### config.mk
export PLATFORM = sky130hd
export DESIGN_NAME = servo_pwm_multi
export DESIGN_NICKNAME = d
export VERILOG_FILES = /design/src/rtl/servo_pwm_multi.sv
export SDC_FILE = /design/constraint.sdc
export NUM_CORES = 1
export LEC_CHECK = 0
export ABC_AREA = 1
export BUFFER_PORTS_ARGS = -buffer_cell sky130_fd_sc_hd__buf_2
export CELL_PAD_IN_SITES_DETAIL_PLACEMENT = 1
export CELL_PAD_IN_SITES_GLOBAL_PLACEMENT = 1
export CORE_UTILIZATION = 44
export CTS_CLUSTER_DIAMETER = 30
export DETAILED_ROUTE_END_ITERATION = 8
export PLACE_DENSITY_LB_ADDON = 0.25
export SLEW_MARGIN = 20
export SYNTH_ARGS = -nofsm -noshare
export SYNTH_HDL_FRONTEND = slang
export SYNTH_SLANG_ARGS = --single-unit
### constraint.sdc
create_clock -name clk -period 3.2 [get_ports clk]
set_clock_uncertainty 0.2 [all_clocks]
set_input_delay 0.48 -clock clk [delete_from_list [all_inputs] [get_ports clk]]
set_output_delay 0.48 -clock clk [all_outputs]
set_load 0.005 [all_outputs]
### src/rtl/servo_pwm_multi.sv
// Multi-channel hobby-servo PWM generator: one shared frame counter, per-channel
// slew-limited angle tracking, and pulse width/enable latched only at frame wrap.
module servo_pwm_multi #(
  parameter int unsigned CHANNELS      = 6,
  parameter int unsigned PERIOD_CYCLES = 240000,
  parameter int unsigned MIN_PULSE     = 6000,
  parameter int unsigned STEP_PER_DEG  = 133,
  parameter int unsigned MAX_ANGLE     = 180,
  parameter int unsigned SLEW_MAX      = 180,
  parameter int unsigned RESET_ANGLE   = 90,
  parameter int unsigned CNT_W         = 18,
  localparam int unsigned CH_W         = (CHANNELS > 1) ? $clog2(CHANNELS) : 1
) (
  input  logic                clk,
  input  logic                reset,
  input  logic                wr_en,
  input  logic [CH_W-1:0]     wr_ch,
  input  logic [7:0]          wr_angle,
  input  logic [CHANNELS-1:0] ch_enable,
  output logic [CHANNELS-1:0] pwm_out,
  output logic                frame_start,
  output logic [CHANNELS-1:0] settled
);

  localparam logic [7:0] MAX_A   = (MAX_ANGLE > 255) ? 8'd255 : 8'(MAX_ANGLE);
  // 255 exceeds any possible angle difference, so the slew limit never engages
  localparam logic [7:0] SLEW_A  = ((SLEW_MAX >= MAX_ANGLE) || (SLEW_MAX > 255)) ? 8'd255
                                                                                : 8'(SLEW_MAX);
  localparam logic [7:0] RESET_A = 8'(RESET_ANGLE);
  localparam logic [CNT_W-1:0] CNT_LAST    = CNT_W'(PERIOD_CYCLES - 1);
  localparam logic [CNT_W-1:0] RESET_WIDTH = CNT_W'(MIN_PULSE + RESET_ANGLE * STEP_PER_DEG);

  if (MIN_PULSE + MAX_ANGLE * STEP_PER_DEG >= PERIOD_CYCLES) begin : g_width_guard
    $error("servo_pwm_multi: maximum pulse width does not fit in the frame period");
  end
  if (PERIOD_CYCLES - 1 >= (64'd1 << CNT_W)) begin : g_cnt_guard
    $error("servo_pwm_multi: CNT_W too narrow for PERIOD_CYCLES-1");
  end

  logic [CNT_W-1:0]    cnt_q, cnt_d;
  logic                fs_q, fs_d;
  logic                cnt_wrap;
  logic [7:0]          wr_clamped;
  logic [7:0]          target_q [CHANNELS];
  logic [7:0]          target_d [CHANNELS];
  logic [7:0]          cur_q    [CHANNELS];
  logic [7:0]          cur_d    [CHANNELS];
  logic [CNT_W-1:0]    width_q  [CHANNELS];
  logic [CNT_W-1:0]    width_d  [CHANNELS];
  logic [CHANNELS-1:0] en_q, en_d;

  function automatic logic [7:0] slew_step(input logic [7:0] cur, input logic [7:0] tgt);
    logic [7:0] diff;
    logic [7:0] res;
    res = tgt;
    if (tgt >= cur) begin
      diff = tgt - cur;
      if (diff > SLEW_A) res = cur + SLEW_A;
    end else begin
      diff = cur - tgt;
      if (diff > SLEW_A) res = cur - SLEW_A;
    end
    return res;
  endfunction

  function automatic logic [CNT_W-1:0] pulse_width(input logic [7:0] angle);
    return CNT_W'(MIN_PULSE) + CNT_W'(angle) * CNT_W'(STEP_PER_DEG);
  endfunction

  always_comb begin
    cnt_wrap   = (cnt_q == CNT_LAST);
    cnt_d      = cnt_wrap ? '0 : cnt_q + CNT_W'(1);
    fs_d       = (cnt_d == '0);
    wr_clamped = (wr_angle > MAX_A) ? MAX_A : wr_angle;
    en_d       = cnt_wrap ? ch_enable : en_q;
    target_d   = target_q;
    cur_d      = cur_q;
    width_d    = width_q;
    // Frame update reads target_q, so a write on the wrap edge waits one frame
    for (int unsigned i = 0; i < CHANNELS; i++) begin
      if (cnt_wrap) begin
        cur_d[i]   = slew_step(cur_q[i], target_q[i]);
        width_d[i] = pulse_width(cur_d[i]);
      end
      if (wr_en && (wr_ch == CH_W'(i))) target_d[i] = wr_clamped;
    end
  end

  always_ff @(posedge clk or negedge reset) begin
    if (!reset) begin
      cnt_q <= '0;
      fs_q  <= 1'b0;
      en_q  <= '0;
      for (int unsigned i = 0; i < CHANNELS; i++) begin
        target_q[i] <= RESET_A;
        cur_q[i]    <= RESET_A;
        width_q[i]  <= RESET_WIDTH;
      end
    end else begin
      cnt_q    <= cnt_d;
      fs_q     <= fs_d;
      en_q     <= en_d;
      target_q <= target_d;
      cur_q    <= cur_d;
      width_q  <= width_d;
    end
  end

  always_comb begin
    pwm_out = '0;
    settled = '0;
    for (int unsigned i = 0; i < CHANNELS; i++) begin
      pwm_out[i] = en_q[i] & (cnt_q < width_q[i]);
      settled[i] = (cur_q[i] == target_q[i]);
    end
  end

  // Registered so it stays low while reset holds the counter at zero
  assign frame_start = fs_q;

endmodule

==> out/metrics.csv <==
metric,value,unit
GRT Util Overall,0.278,
logic gate share of total power,0.544,
number of routed nets with antenna violations,0,
global-route wire length before repair,90000,microns
Crit Path Class,flop to flop,
CP max stage delay,0.54,ns
clk_lat worst skew,0.60,ns
Async SR Flop Fraction,1.00,
FF-to-FF path depth,15,
Net Sw Frac,0.414,
# H-tree levels,2,
cell mode on critical path,nand2_1,
RSZ-0062 raised after global routing,yes,
First DRT Iteration DRCs,778,
Period minus WS final,3.28,ns
Post-Synthesis Cell Area,17900,sq um
"Critical Path, Cell by Cell","ha_1, ha_1, inv_1, fa_1, inv_1, ha_4, nand3_1, nand2_2, nand3_2, nand2_2, nand2_1, nand2_1, nand2_1, nand3_1, nand2_1",
I/O pin total,33,
placer congestion estimate,0.909,
sequential share of power,0.144,
total gr overflow,0,
DRC,0,
Final Power,20800,uW
Area after DPL,19200,sq um
"Slowest-stage cell, CP",dfstp_2,
Crit Path Max Fanout,6,
"count leader, synth",inv_1,
top-area cell type share of the netlist area,0.261,
initial antenna violation count,2,
failing checks,negative setup slack,
largest net degree at the start of global routing,73,
PD cells,920,nW/um^2
vias in the first global route,17350,
Post-Place Setup Slack,-0.116,ns
number of synthesized flops with an enable pin,0,
Root Buffer,clkbuf_16,
Worst slew margin,0.461,
crit path launch type,flop,
synthesized instance count,2234,
hold path cells,3,
detail-routed via count per cell,5.45,
P_int,12200,uW
Final Core Density,0.566,
count of pins over their slew limit,0,
TNS Setup,-0.0979,ns
Max IR drop VDD,0.565,mV
synth cell count leaders,"446 x inv_1, 396 x nand2_1, 373 x ha_1",
Storage cell area,5400,sq um
critical path arrival,3.56,ns
clock-pin slew on the worst setup and hold paths,0.04,ns
clock power share,0.312,
Die W,203,microns
CTS tree,done,
Core Footprint,39900,sq um
Avg Inst Size Synth,7.99,sq um
Unique masters post-synth,34,
Final HPWL DP,40500,microns
Psw,8600,uW
clk sinks,211,
Worst Setup End Kind,flop,
Final Cycle Share,1.03,
area occupied by multi-input gates,11400,sq um
Leak,0.0114,uW
layout cells sized above 1,0.213,
TritonCTS Buffers,61,
pin slew with the least headroom to its limit,0.807,ns
total number of vias,16288,
drt pass-1 iters,5,
Die Ht,203,microns
Clock Path Buffers,3,
largest area contributor in the netlist,ha_1,
fmax,305,MHz
wire per inst,20.2,microns
final net count,2836,
sequential element share of the synthesized area,0.301,
Die ar.,41400,sq um
worst setup margin,-0.0810,ns
final wirelength,60300,microns
Layout area overhead,26.5,%
row count,73,
hold crit path type,primary input to flop,
Area contributors post-synth,"ha_1 26%, dfrtp_1 19%, dfstp_2 11%, inv_1 9.4%, nand2_1 8.3%",
"Top FF cell, synth",dfrtp_1,
status,"finished, violations left",
"Req. time, crit path",3.48,ns
"flops & latches, synth",211,
"Hold Vio Cnt, Final",0,
final setup fails,2,
max-cap violations,0,
IO Port Bufs,32,
Finished Cell Area,22600,sq um
Starting Density,0.447,
synthesized net count,2657,
Fillers,4689,
Syn. warnings,0,
cells by family (layout without fill, tap and decap cells):
logic type,count (synthesis),after routing,share of synthesized area
AND/OR/NAND/NOR,710,710,0.167
AO/OA/AOI/OAI,397,397,0.119
adder cells (fa/ha/maj),403,403,0.295
flip-flops,211,211,0.301
XOR/XNOR,21,21,0.0103
buffers and inverters,492,722,0.108
other,0,1,0
state kept, by name, indices dropped and copies added (netlist names):
register	cells
en_q	6
cur_q	48
frame_start	1
target_q	48
cnt_q	18
width_q	90
timing repair:
action,in CTS,in global routing
buffers inserted,3,28
pin swaps,4,67
resized for setup,66,184
setup endpoints to repair,42,56
endpoints found under the hold margin,48,0
hold buffers,6,0
per-layer routing:
| layer | global-route usage | vias up | part of all wire |
|---|---|---|---|
| met5 | 0 | - | 0 |
| met4 | 0.109 | 0 | 0.037 |
| met3 | 0.0407 | 156 | 0.042 |
| met2 | 0.484 | 377 | 0.50 |
| met1 | 0.344 | 8099 | 0.42 |
| li1 | - | 7656 | - |
power groups by stage:
stage	registers, uW	clock network, uW	logic [uW]
floorplan	3000	0	5550
global placement	3000	0	8210
detailed placement	3010	0	8530
CTS	2980	6540	9250
global route	3000	6690	12400
finish	2990	6490	11300
layout make-up:
class                      count  area share
antenna                        1    0.000111
clock buffer                  83      0.0775
clock inverter                31      0.0198
inverter                     448      0.0748
multi-input combinational   1531       0.504
sequential                   211       0.239
tap                          525      0.0291
timing repair buffer         160      0.0554
cells in the final DEF (no fill, tap or decap), types with 11 or more instances in the layout:
cell,count
a21oi_1,87
a21oi_2,20
buf_2,32
buf_4,112
bufinv_16,11
clkbuf_16,61
clkbuf_8,14
clkinv_2,15
dfrtp_1,121
dfstp_2,78
fa_1,29
ha_1,332
ha_4,34
inv_1,416
inv_2,29
nand2_1,367
nand2_2,27
nand3_1,86
nand3_2,25
nand4_1,40
nor2_1,122
nor3_1,21
o21ai_0,129
o21ai_1,86
o22ai_1,13
xnor2_1,12
through the flow:
step,instances,hold WS (ns)
global route,2989,0.0359
global placement,2838,0.263
CTS,2961,0.0139
floorplan,2234,-0.0156
detailed placement,2838,0.266
finish,2990,0.0469
worst max-delay path, delay by kind of cell (launching register included):
kind / cells / cell delay, ns
adders and majority gates: 4 / 1.38
buffers and inverters: 2 / 0.17
DFF: 1 / 0.54
and+or+nand+nor: 9 / 0.87
final timing paths:
| kind | startpoint | to | slack (ns) |
|---|---|---|---|
| min in group asynchronous | reset | cur_q[23] | 0.27 |
| hold reg to reg | cur_q[36] | cur_q[36] | 0.27 |
| setup reg to reg | target_q[35] | width_q[87] | -0.08 |
| setup / recovery | target_q[35] | width_q[87] | -0.08 |
| max in group asynchronous | reset | width_q[100] | 1.71 |
| hold / removal | ch_enable[2] | en_q[2] | 0.05 |
(Power assumes the default switching activity.)
